$ cat src/rtl/opcode_pkg.sv
// rtl/opcode_pkg.sv - RV32I base opcode constants shared across the core
package opcode_pkg;
  localparam logic [6:0] OP_REG    = 7'b0110011;
  localparam logic [6:0] OP_IMM    = 7'b0010011;
  localparam logic [6:0] OP_LOAD   = 7'b0000011;
  localparam logic [6:0] OP_STORE  = 7'b0100011;
  localparam logic [6:0] OP_BRANCH = 7'b1100011;
  localparam logic [6:0] OP_JAL    = 7'b1101111;
  localparam logic [6:0] OP_JALR   = 7'b1100111;
  localparam logic [6:0] OP_LUI    = 7'b0110111;
  localparam logic [6:0] OP_AUIPC  = 7'b0010111;
endpackage

$ cat src/rtl/ctrl_pkg.sv
// rtl/ctrl_pkg.sv - controller state/class enums and datapath select encodings
package ctrl_pkg;
  import opcode_pkg::*;

  typedef enum logic [2:0] {
    ST_RESET     = 3'd0,
    ST_FETCH     = 3'd1,
    ST_DECODE    = 3'd2,
    ST_EXECUTE   = 3'd3,
    ST_MEMORY    = 3'd4,
    ST_WRITEBACK = 3'd5,
    ST_HALT      = 3'd6,
    ST_TRAP      = 3'd7
  } state_t;

  typedef enum logic [3:0] {
    CLS_ALU_R, CLS_ALU_I, CLS_LOAD, CLS_STORE, CLS_BRANCH,
    CLS_JAL, CLS_JALR, CLS_LUI, CLS_AUIPC, CLS_ILLEGAL
  } op_class_t;

  localparam logic [1:0] PC_SRC_PLUS4  = 2'd0;
  localparam logic [1:0] PC_SRC_BRANCH = 2'd1;
  localparam logic [1:0] PC_SRC_JALR   = 2'd2;

  localparam logic [1:0] WB_SEL_ALU = 2'd0;
  localparam logic [1:0] WB_SEL_MEM = 2'd1;
  localparam logic [1:0] WB_SEL_PC4 = 2'd2;
endpackage

$ cat src/rtl/opcode_classifier.sv
// rtl/opcode_classifier.sv - combinational opcode to instruction class decode
module opcode_classifier
  import opcode_pkg::*;
  import ctrl_pkg::*;
(
  input  logic [6:0] opcode,
  output op_class_t  op_class
);
  always_comb begin
    op_class = CLS_ILLEGAL;
    case (opcode)
      OP_REG:    op_class = CLS_ALU_R;
      OP_IMM:    op_class = CLS_ALU_I;
      OP_LOAD:   op_class = CLS_LOAD;
      OP_STORE:  op_class = CLS_STORE;
      OP_BRANCH: op_class = CLS_BRANCH;
      OP_JAL:    op_class = CLS_JAL;
      OP_JALR:   op_class = CLS_JALR;
      OP_LUI:    op_class = CLS_LUI;
      OP_AUIPC:  op_class = CLS_AUIPC;
      default:   op_class = CLS_ILLEGAL;
    endcase
  end
endmodule

$ cat src/rtl/multicycle_controller.sv
// rtl/multicycle_controller.sv - RV32I multi-cycle control FSM; ILLEGAL_OP_TRAP_EN routes illegal opcodes to TRAP
module multicycle_controller
  import ctrl_pkg::*;
#(
  parameter int TIMEOUT_CYCLES = 16,
  parameter int CNT_W          = 5
) (
  input  logic       clk,
  input  logic       rst_n,
  input  logic [6:0] opcode,
  input  logic       branch_taken,
  input  logic       imem_ready,
  input  logic       dmem_ready,
  output logic       imem_req,
  output logic       dmem_req,
  output logic       dmem_we,
  output logic       ir_write,
  output logic       pc_write,
  output logic [1:0] pc_src,
  output logic       reg_write,
  output logic [1:0] wb_sel,
  output logic       alu_a_sel,
  output logic       alu_b_sel,
  output logic       instret,
  output logic       bus_timeout,
  output logic [2:0] state_dbg
);
  state_t          state;
  op_class_t       cls;
  op_class_t       dec_cls;
  logic [CNT_W-1:0] wait_cnt;
  logic            in_wait;
  logic            limit_hit;

  opcode_classifier u_classifier (
    .opcode   (opcode),
    .op_class (dec_cls)
  );

  // Ready arriving on the limit cycle clears in_wait, so it beats the watchdog.
  assign in_wait   = (state == ST_FETCH && !imem_ready) || (state == ST_MEMORY && !dmem_ready);
  assign limit_hit = (TIMEOUT_CYCLES != 0) && in_wait && (wait_cnt == CNT_W'(TIMEOUT_CYCLES));

  always_ff @(posedge clk or negedge rst_n) begin
    if (!rst_n) begin
      state       <= ST_RESET;
      cls         <= CLS_ALU_R;
      wait_cnt    <= '0;
      bus_timeout <= 1'b0;
    end else if (limit_hit) begin
      state       <= ST_HALT;
      bus_timeout <= 1'b1;
      wait_cnt    <= '0;
    end else begin
      wait_cnt <= (in_wait && TIMEOUT_CYCLES != 0) ? wait_cnt + 1'b1 : '0;
      case (state)
        ST_RESET: state <= ST_FETCH;
        ST_FETCH: if (imem_ready) state <= ST_DECODE;
        ST_DECODE: begin
          cls <= dec_cls;
`ifdef ILLEGAL_OP_TRAP_EN
          state <= (dec_cls == CLS_ILLEGAL) ? ST_TRAP : ST_EXECUTE;
`else
          state <= ST_EXECUTE;
`endif
        end
        ST_EXECUTE: begin
          if (cls == CLS_BRANCH)                         state <= ST_FETCH;
          else if (cls == CLS_LOAD || cls == CLS_STORE)  state <= ST_MEMORY;
          else                                           state <= ST_WRITEBACK;
        end
        ST_MEMORY: if (dmem_ready) state <= (cls == CLS_STORE) ? ST_FETCH : ST_WRITEBACK;
        ST_WRITEBACK: state <= ST_FETCH;
        default: state <= state;
      endcase
    end
  end

  always_comb begin
    imem_req  = 1'b0;
    dmem_req  = 1'b0;
    dmem_we   = 1'b0;
    ir_write  = 1'b0;
    pc_write  = 1'b0;
    pc_src    = PC_SRC_PLUS4;
    reg_write = 1'b0;
    wb_sel    = WB_SEL_ALU;
    alu_a_sel = 1'b0;
    alu_b_sel = 1'b0;
    instret   = 1'b0;
    case (state)
      ST_FETCH: begin
        imem_req = 1'b1;
        ir_write = imem_ready;
      end
      ST_EXECUTE: begin
        alu_a_sel = (cls == CLS_AUIPC);
        alu_b_sel = !(cls == CLS_ALU_R || cls == CLS_BRANCH);
        if (cls == CLS_BRANCH) begin
          pc_write = 1'b1;
          pc_src   = branch_taken ? PC_SRC_BRANCH : PC_SRC_PLUS4;
          instret  = 1'b1;
        end
      end
      ST_MEMORY: begin
        dmem_req = 1'b1;
        dmem_we  = (cls == CLS_STORE);
        if (dmem_ready && cls == CLS_STORE) begin
          pc_write = 1'b1;
          instret  = 1'b1;
        end
      end
      ST_WRITEBACK: begin
        reg_write = (cls != CLS_ILLEGAL);
        pc_write  = 1'b1;
        instret   = 1'b1;
        if (cls == CLS_LOAD)                         wb_sel = WB_SEL_MEM;
        else if (cls == CLS_JAL || cls == CLS_JALR)  wb_sel = WB_SEL_PC4;
        if (cls == CLS_JAL)                          pc_src = PC_SRC_BRANCH;
        else if (cls == CLS_JALR)                    pc_src = PC_SRC_JALR;
      end
      default: ;
    endcase
  end

  assign state_dbg = state;
endmodule

$ cat config.mk
export PLATFORM = sky130hd
export DESIGN_NAME = multicycle_controller
export DESIGN_NICKNAME = d
export VERILOG_FILES = /design/src/rtl/opcode_pkg.sv /design/src/rtl/ctrl_pkg.sv /design/src/rtl/opcode_classifier.sv /design/src/rtl/multicycle_controller.sv
export SDC_FILE = /design/constraint.sdc
export NUM_CORES = 1
export LEC_CHECK = 0
export ABC_AREA = 0
export CAP_MARGIN = 20
export CORE_MARGIN = 2
export CORE_UTILIZATION = 40
export CTS_BUF_LIST = sky130_fd_sc_hd__clkbuf_4 sky130_fd_sc_hd__clkbuf_8 sky130_fd_sc_hd__clkbuf_16
export DETAILED_ROUTE_END_ITERATION = 10
export PLACE_DENSITY = 0.7
export SLEW_MARGIN = 20
export SYNTH_ARGS = -nofsm -noshare
export SYNTH_HDL_FRONTEND = slang
export SYNTH_SLANG_ARGS = --single-unit
$ cat constraint.sdc
create_clock -name clk -period 2.7 [get_ports clk]
set_input_delay 0.405 -clock clk [delete_from_list [all_inputs] [get_ports clk]]
set_output_delay 0.405 -clock clk [all_outputs]
set_load 0.02 [all_outputs]
# After elaboration in Yosys (flattened, before gate mapping)
# Cells that the tools add are included.
# W data, S select, Z words.
[classes] add_sub_neg=1 n_bitwise=1 muxes=28 n_eq_ne=24 n_reduce_logical=17
[op_table] op="$pmux W4 S9" count=1
[op_table] op="$eq A7 B6 Y1 const B" count=3
[op_table] op="$eq A7 B7 Y1 const B" count=3
[op_table] op="$mux W3" count=5
[op_table] op="$pmux W3 S5" count=1
[op_table] op="$eq A7 B5 Y1 const B" count=2
[op_table] op="$eq A4 B3 Y1 const B" count=3
[op_table] op="$mux W1" count=12
[op_table] op="$mux W2" count=5
[op_table] op="$mux W5" count=2
[op_table] op="$eq A4 B2 Y1 const B" count=2
[op_table] op="$eq A7 B2 Y1 const B" count=1
[op_table] op="$eq A3 B2 Y1 const B" count=2
[op_table] op="$eq A3 B3 Y1 const B" count=2
[op_table] op="$ne A3 B3 Y1 const B" count=2
[op_table] op="$reduce_bool A6 Y1" count=1
[op_table] op="$add A5 B1 Y5 const B" count=1
[op_table] op="$eq A5 B5 Y1 const B" count=1
[op_table] op="$eq A4 B4 Y1 const B" count=1
[op_table] op="$logic_and A1 B1 Y1" count=4
[op_table] op="$logic_not A4 Y1" count=1
[op_table] op="$logic_or A1 B1 Y1" count=4
[op_table] op="$ne A4 B4 Y1 const B" count=1
[op_table] op="$pmux W2 S2" count=1
[op_table] op="8 further kinds" count=10
[totals] inputBits=12 ff_bits=13 output_inout_bits=17 wordCells=75

# Longest topological paths before layout
# Gate-level depths: netlist of run 1.
[depth] word_depth=6 mapped_depth=6 ltp_nobuf=6

# By module
# Synthesis of run 1 repeated with hierarchy kept, for this count alone.
[hier_totals] hier_cells=104 area_unflattened_um2=1013.5
[modules_own_cells] module="multicycle_controller" cells_per_inst=84 area_per_inst_um2=877.1 seq_area_each_um2=325.3 n_inst=1
[modules_own_cells] module="opcode_classifier" cells_per_inst=20 area_per_inst_um2=136.4 seq_area_each_um2=0.0 n_inst=1

# Worst setup path before layout of run 1
# No wires, ideal clock.
[synth_timing] path_type="register -> output" from="register state[1] (netlist: state_dbg[1])" to="output port pc_write" path_stages_with_launch=6 n_path_buf=2 required_time_ps=2295 arrival_time_ps=2150 slack_ps=145 path_cell_list="dfrtp_1 buf_6 nor3b_1 and3_1 a221o_1 buf_4"
[synth_via] elab_chain_cells=2 elab_cells_between_ends=4 classes_between="3 x eq/ne; 1 x mux"
[synth_rtl] element="start, declared" line="multicycle_controller.sv:28" rtl="state_t state;"
[synth_rtl] element="start signal, assigned" line="multicycle_controller.sv:72" rtl="ST_MEMORY: if (dmem_ready) state <= (cls == CLS_STORE) ? ST_FETCH : ST_WRITEBACK;"
[synth_rtl] element="start signal, assigned" line="multicycle_controller.sv:74" rtl="default: state <= state;"
[synth_rtl] element="$eq A3 B3 Y1 / $eq A3 B2 Y1 (equally long branches)"
[synth_rtl] element="$pmux W1 S3 (*)"
[synth_rtl] element="end, declared" line="multicycle_controller.sv:18" rtl="output logic pc_write,"
# Every way passes the cells marked *; elsewhere a longest branch is shown, timed or not.

# Worst setup path after layout of run 1
[layout_timing] from="register state[1] (netlist: state_dbg[1])" to="output port pc_write"
[layout_via] elab_chain_cells=2 elab_cells_between_ends=4 classes_between="3 x eq/ne; 1 x mux"
[layout_rtl] element="$eq A3 B3 Y1 / $eq A3 B2 Y1 (equally long branches)" line="multicycle_controller.sv:91" rtl="case (state)"
[layout_rtl] element="$pmux W1 S3 (*)" line="multicycle_controller.sv:91"
# Marked as above.

==> results of run 1 <==
## routing by layer
layer	wire [um]	GRT usage [%]
met1	903	22.44
met2	941	23.75
met3	147	1.977
met4	21	5.128
met5	0	0
## cell usage in the layout, fill, tap and decap left out, types with 2 or more instances in the layout
master	netlist	final
nor2_1	10	10
o21ai_0	2	2
xnor2_1	3	3
nand3b_1	2	2
nor2b_1	3	3
nor3_1	8	8
inv_1	5	5
nand3_1	5	5
ha_1	2	2
o31ai_1	2	2
a22oi_1	2	2
nand2_1	5	5
xor2_1	4	4
clkdlybuf4s50_1	0	28
dfrtp_1	13	12
clkbuf_4	0	4
nor4b_1	2	2
nor3b_1	6	6
nand2b_1	4	4
## worst min path at each step
stage | endpoint | slack, ns
after detailed placement | bus_timeout | 0.47
after global routing | bus_timeout | 0.51
after global placement | bus_timeout | 0.47
final | bus_timeout | 0.48
after CTS | bus_timeout | 0.49
after floorplan | bus_timeout | 0.11
## critical path, cell delays in order, from the launching register on
cell and delay [ns]:
dfrtp_1 0.52, nor3b_1 0.34, and3_1 0.24, a221o_1 0.17
clkdlybuf4s50_1 0.61
## sequential cells by signal (all words and copies together) (netlist names)
signal / cells
wait_cnt: 5
bus_timeout: 1
cls: 4
state_dbg: 3
## layout make-up
cell class | count | area, um^2 | area share (%)
flip-flops and latches | 13 | 326.6 | 26.28
well taps | 28 | 35.03 | 2.820
inverters | 5 | 18.77 | 1.511
multi-input cells | 83 | 551.8 | 44.41
clock buffers | 4 | 30.03 | 2.417
repair buffers | 28 | 280.3 | 22.56
## power by group through the flow
stage,sequential (mW),clock [mW],combinational (mW)
2_1_floorplan,0.304,0,0.377
3_3_place_gp,0.345,0,0.470
3_5_place_dp,0.347,0,0.475
4_1_cts,0.342,0.133,0.476
5_1_grt,0.359,0.140,0.511
6_report,0.346,0.127,0.474
## cells by family after synthesis
kind of cell    count (synthesis)  share of synthesized area, %
simple gates                   56                         33.68
xor+xnor                        7                         6.397
flops                          13                         33.94
fa+ha+maj                       2                         2.611
buf+inv                        14                         8.486
compound gates                 18                         14.88
## metrics by stage
step	area [um^2]	setup slack [ns]	instances	hold slack [ns]	utilization [%]
2_1_floorplan	958.4	0.1451	110	0.1094	-
3_3_place_gp	1211	0.4739	157	0.4689	54.23
3_5_place_dp	1211	0.4003	157	0.4723	54.23
4_1_cts	1241	0.1134	161	0.4892	55.57
5_1_grt	1242	0.04866	161	0.5051	55.63
6_report	1242	0.1560	161	0.4839	55.63
==> flow_summary.json, run 1 <==
{
  "vdd_ir_drop_max_v": 0.0004053,
  "n_antenna_cell": 0,
  "reg2reg_to": "state_dbg[1]",
  "finalHoldViolCount": 0,
  "overflow": 0,
  "fillers": 206,
  "num_vias": 868,
  "p_total_mw": 0.9478,
  "r2r_cells": 4,
  "crit_arrival_ns": 2.14,
  "status": "completed",
  "crit_required_ns": 2.30,
  "min_path_type": "flip-flop to flip-flop",
  "r2r-start": "state_dbg[1]",
  "antenna_found_initial": 0,
  "synthTopCellsByCount": "dfrtp_1 (13), nor2_1 (10), nor3_1 (8)",
  "clock-sinks": 13,
  "die_x_um": 52.95,
  "intPower_mw": 0.5482,
  "async_flop_share_pct": 100.0,
  "crit_end": "pc_write",
  "hp-start": "bus_timeout",
  "power_density_nw_per_um2": 762.8,
  "switchingPower_mw": 0.3995,
  "synth_edf_count": 0,
  "netlist_instances": 110,
  "route.detailed.drc": 0,
  "yosysSeqAreaShare_pct": 33.94,
  "gp_routability_congestion": 0.7580,
  "clkLatencyLatePin_ns": 0.27,
  "pwr-share-clk_pct": 13.4,
  "drive_above_1_share_pct": 6.015,
  "period_share_pct": 94.22,
  "clock_skew_ns": 0.001502,
  "fp.dieH_um": 52.95,
  "post_cts_buffers": 0,
  "ant_nets": 0,
  "drt-total-wl_um": 2013,
  "cp-start-kind": "flip-flop",
  "cts_tree": "yes",
  "switching_share_pct": 42.16,
  "cp-end-kind": "primary output",
  "die_area_um2": 2804,
  "ys.flop_type": "dfrtp_1",
  "core_um2": 2233,
  "synth.area.top_cells": "dfrtp_1 (34%), nor3b_1 (4.7%), nor3_1 (4.2%), nor2_1 (3.9%), xor2_1 (3.7%)",
  "period_needed_ns": 2.544,
  "timing.setup.tns_ns": 0,
  "synth_top_area_share_pct": 33.94,
  "crit_start": "state_dbg[1]",
  "io_pins": 29,
  "syn-cell-area_um2": 958.4,
  "maxCapViolCount": 0,
  "syn_avg_cell_area_um2": 8.713,
  "setup_viol_count_final": 0,
  "cp_max_fo": 13,
  "drt_first_pass_iters": 4,
  "clk_pin_slew_worst_paths_ns": 0.08,
  "cts_buffers": 3,
  "port-buffer-count": 28,
  "worstMarginPinSlew_ns": 0.5805,
  "whs_path_depth": 1,
  "relSlewSlack_pct": 61.18,
  "post_cts_resized": 0,
  "cts_root_buffer": "clkbuf_4",
  "grt_pass1_wl_um": 3249,
  "grt_max_degree": 15,
  "post-synth-top-count-cell": "dfrtp_1",
  "wl_per_cell_um": 12.50,
  "htree_levels": 1,
  "postCtsHoldBufs": 0,
  "floorplan.initialDensity_pct": 42.91,
  "ys_warn_count": 0,
  "area_growth_syn_to_layout_pct": 29.63,
  "yosys.area.top_type": "dfrtp_1",
  "reg2reg_slack_ns": 0.96,
  "synth_seq_cells": 13,
  "vias_per_cell": 5.391,
  "cts_buffer_depth": 2,
  "hpwl_um": 1543,
  "grt_pass1_vias": 749,
  "drv_slew": 0,
  "fmax_mhz": 393.1,
  "syn-num-nets": 124,
  "synth_cell_types": 44,
  "p_leak_nw": 0.4696,
  "p_comb_share_pct": 50.0,
  "rsz0062_at_grt": "false",
  "detail_route.iter0.violations": 19,
  "nets": 148,
  "track_usage_pct": 15.51,
  "rows": 17,
  "seqPwrFrac_pct": 36.6,
  "path_class": "flip-flop to primary output"
}
Note: power is estimated with default switching activity, not from simulation.
==> run 2, diff against run 1 <==
ABC_CLOCK_PERIOD_IN_PS = 2700   (was unset)
REMOVE_ABC_BUFFERS = 1   (was unset)
==> flow_summary.json, run 2 (synthesis results as in run 1) <==
{
  "gp_routability_congestion": 0.7952,
  "htree_levels": 1,
  "crit_required_ns": 2.30,
  "cts_buffers": 3,
  "drt_first_pass_iters": 4,
  "period_needed_ns": 2.563,
  "r2r-start": "state_dbg[2]",
  "hold_slack_ns": 0.4734,
  "final_util_pct": 55.80,
  "die_x_um": 52.95,
  "min_path_type": "flip-flop to flip-flop",
  "dpl.cell_count": 158,
  "worstMarginPinSlew_ns": 0.5526,
  "m1WireLength_um": 976,
  "postPlaceCellArea_um2": 1219,
  "stdcell_count": 162,
  "clock_skew_ns": 0.007352,
  "largest_reg_flops": 5,
  "detail_route.iter0.violations": 18,
  "grt_pass1_vias": 834,
  "regMostFlops": "wait_cnt",
  "setup_viol_count_final": 0,
  "cts_buffer_depth": 2,
  "mostFrequentLayoutCell": "clkdlybuf4s50_1",
  "grt_pass1_wl_um": 3663,
  "cts_root_buffer": "clkbuf_4",
  "drt-total-wl_um": 2153,
  "clock-sinks": 13,
  "ant_nets": 0,
  "hpwl_um": 1675,
  "grt_max_degree": 14,
  "drive_above_1_share_pct": 5.970,
  "path_class": "flip-flop to primary output",
  "drv_slew": 0,
  "post_cts_resized": 0,
  "cp-end-kind": "primary output",
  "n_antenna_cell": 0,
  "timing.setup.tns_ns": 0,
  "fmax_mhz": 390.2,
  "relSlewSlack_pct": 63.05,
  "status": "completed",
  "route.detailed.drc": 0,
  "antenna_found_initial": 0,
  "track_usage_pct": 17.39,
  "p_total_mw": 0.9559,
  "rsz0062_at_grt": "false",
  "place_ws_ns": 0.4568,
  "reg2reg_to": "state_dbg[1]",
  "area_growth_syn_to_layout_pct": 30.03,
  "fin_ws_ns": 0.1374,
  "routed.top_layer": "met4",
  "port-buffer-count": 28,
  "final_cell_mix": "clkdlybuf4s50_1 (28), dfrtp_1 (13), nor2_1 (10)",
  "maxCapViolCount": 0,
  "p_leak_nw": 0.4746,
  "core_um2": 2233,
  "finalHoldViolCount": 0,
  "clk_pin_slew_worst_paths_ns": 0.08,
  "period_share_pct": 94.91,
  "vias_per_cell": 5.494,
  "r2r_cells": 5,
  "cp-start-kind": "flip-flop",
  "hp-start": "bus_timeout",
  "overflow": 0,
  "reg2reg_slack_ns": 0.89,
  "clkLatencyLatePin_ns": 0.27,
  "min_to": "bus_timeout",
  "dr_wl_met3_um": 76,
  "crit_arrival_ns": 2.16,
  "vdd_ir_drop_max_v": 0.0004430,
  "cts_tree": "yes",
  "num_vias": 890,
  "nets": 149,
  "stdcell_area_um2": 1246,
  "fp.dieH_um": 52.95,
  "fillers": 216,
  "power_density_nw_per_um2": 767.1,
  "io_pins": 29,
  "cp_max_fo": 13,
  "post_cts_buffers": 0,
  "whs_path_depth": 1,
  "floorplan.initialDensity_pct": 42.91,
  "wl_met2_um": 1083,
  "postCtsHoldBufs": 0,
  "die_area_um2": 2804,
  "rows": 17,
  "wl_per_cell_um": 13.29
}
## run 2: critical path, cell delays in order, from the launching register on
cell and delay [ns]:
dfrtp_1 0.52, nor3b_1 0.37, and3_1 0.23, a221o_1 0.16, clkdlybuf4s50_1 0.61
## run 2: how the worst max path moves through the flow
stage	start	to	cells after the start
finish	state_dbg[1]	pc_write	4
global route	state_dbg[1]	pc_write	4
CTS	state_dbg[1]	pc_write	4
detailed placement	state_dbg[1]	pc_write	4
global placement	state_dbg[1]	pc_src[1]	5
floorplan	state_dbg[2]	instret	3
## run 2: final cells by class
class | instances | area, um^2 | area share [%]
clock buffer | 3 | 22.52 | 1.807
clock inverter | 1 | 5.005 | 0.4016
inverter | 5 | 18.77 | 1.506
multi-input combinational | 83 | 551.8 | 44.28
sequential | 13 | 325.3 | 26.10
tap | 28 | 35.03 | 2.811
timing repair buffer | 29 | 287.8 | 23.09
## run 2: where the power goes
group          total, mW  switching (mW)  internal [mW]
clock network      0.116          0.0614         0.0547
logic              0.515           0.263          0.251
registers          0.325          0.0872          0.238
## run 2: routing by layer
| layer | track usage, % | up-vias |
|---|---|---|
| met3 | 1.977 | 2 |
| met2 | 31.67 | 25 |
| li1 | - | 440 |
| met5 | 0 | - |
| met4 | 2.564 | 0 |
| met1 | 22.32 | 423 |
==> run 3, diff against run 2 <==
ABC_CLOCK_PERIOD_IN_PS = 2800   (was 2700)
CORE_MARGIN = unset   (was 2)
CTS_CLUSTER_DIAMETER = 200   (was unset)
clock period = 2.8 ns   (was 2.7 ns; I/O delays follow)
==> flow_summary.json, run 3 (synthesis results as in run 1) <==
{
  "status": "completed",
  "path_class": "flip-flop to primary output",
  "crit_required_ns": 2.38,
  "track_usage_pct": 16.49,
  "timing.setup.tns_ns": 0,
  "clk_pin_slew_worst_paths_ns": 0.08,
  "clkLatencyLatePin_ns": 0.27,
  "regMostFlops": "wait_cnt",
  "min_path_type": "flip-flop to flip-flop",
  "cts_buffers": 3,
  "place_ws_ns": 0.4961,
  "clock_skew_ns": 0.003364,
  "core_um2": 2233,
  "relSlewSlack_pct": 62.93,
  "area_growth_syn_to_layout_pct": 29.50,
  "postPlaceCellArea_um2": 1211,
  "drv_slew": 0,
  "period_share_pct": 93.25,
  "gp_routability_congestion": 0.7587,
  "cp-start-kind": "flip-flop",
  "period_needed_ns": 2.611,
  "n_antenna_cell": 0,
  "die_area_um2": 2596,
  "dpl.cell_count": 157,
  "grt_pass1_wl_um": 3229,
  "clock-sinks": 13,
  "cts_buffer_depth": 2,
  "post_cts_buffers": 0,
  "crit_arrival_ns": 2.19,
  "grt_max_degree": 15,
  "route.detailed.drc": 0,
  "ant_nets": 0,
  "num_vias": 874,
  "antenna_found_initial": 0,
  "fmax_mhz": 383.0,
  "drt_first_pass_iters": 4,
  "drive_above_1_share_pct": 5.263,
  "cts_root_buffer": "clkbuf_4",
  "finalHoldViolCount": 0,
  "largest_reg_flops": 5,
  "p_total_mw": 0.9111,
  "stdcell_count": 161,
  "final_cell_mix": "clkdlybuf4s50_1 (28), dfrtp_1 (13), nor2_1 (10)",
  "grt_pass1_vias": 777,
  "post_cts_resized": 0,
  "rsz0062_at_grt": "false",
  "fp.dieH_um": 50.95,
  "hold_slack_ns": 0.4683,
  "p_leak_nw": 0.4705,
  "fillers": 204,
  "fin_ws_ns": 0.1891,
  "htree_levels": 1,
  "mostFrequentLayoutCell": "clkdlybuf4s50_1",
  "overflow": 0,
  "io_pins": 29,
  "stdcell_area_um2": 1241,
  "cp-end-kind": "primary output",
  "power_density_nw_per_um2": 734.1,
  "worstMarginPinSlew_ns": 0.5543,
  "nets": 148,
  "die_x_um": 50.95,
  "hpwl_um": 1514,
  "final_util_pct": 55.57,
  "rows": 17,
  "maxCapViolCount": 0,
  "detail_route.iter0.violations": 23,
  "setup_viol_count_final": 0,
  "drt-total-wl_um": 1939,
  "postCtsHoldBufs": 0,
  "vias_per_cell": 5.429,
  "floorplan.initialDensity_pct": 42.91,
  "cp_max_fo": 14,
  "vdd_ir_drop_max_v": 0.0004209,
  "wl_per_cell_um": 12.04,
  "cts_tree": "yes",
  "port-buffer-count": 28
}
-- run 3: cell count changes in the layout (fill, tap and decap cells not counted) --
cell      previous run  this run
buf_4                1         0
clkbuf_4             3         4
clkinv_2             1         0
-- run 3: worst max-delay path, cell delays in order, from the launching register on --
cell	delay (ns)
dfrtp_1	0.58
nor3b_1	0.32
and3_1	0.23
a221o_1	0.18
clkdlybuf4s50_1	0.61
-- run 3: where the power goes --
part / internal (mW) / switching [mW] / leakage, nW
logic: 0.233 / 0.226 / 0.290
registers: 0.229 / 0.102 / 0.163
clock network: 0.0648 / 0.0566 / 0.0184
total: 0.527 / 0.384 / 0.471
-- run 3: cell type report --
| cell class | count | area [um^2] | share of cell area, % |
|---|---|---|---|
| Multi-Input combinational cell | 83 | 551.8 | 44.46 |
| Sequential cell | 13 | 325.3 | 26.21 |
| Timing Repair Buffer | 28 | 280.3 | 22.58 |
| Tap cell | 28 | 35.03 | 2.823 |
| Clock buffer | 4 | 30.03 | 2.419 |
| Inverter | 5 | 18.77 | 1.512 |
-- run 3: final timing paths --
check	start	end	slack (ns)	cells past startpoint
worst min-delay path	bus_timeout	bus_timeout	0.47	1
min in group asynchronous	rst_n	bus_timeout	0.51	1
max in group asynchronous	rst_n	cls[3]	1.93	1
worst min register to register	bus_timeout	bus_timeout	0.47	1
worst max register to register	state_dbg[2]	state_dbg[1]	1.02	4
worst max-delay path	state_dbg[2]	pc_write	0.19	4
-- run 3: layer usage --
metal | part of all wire [%] | vias to the layer above | global-route usage [%]
li1 | - | 448 | -
met1 | 47 | 401 | 23.38
met2 | 50 | 25 | 23.90
met3 | 3.2 | 0 | 0.8929
met4 | 0 | 0 | 11.11
met5 | 0 | - | 0
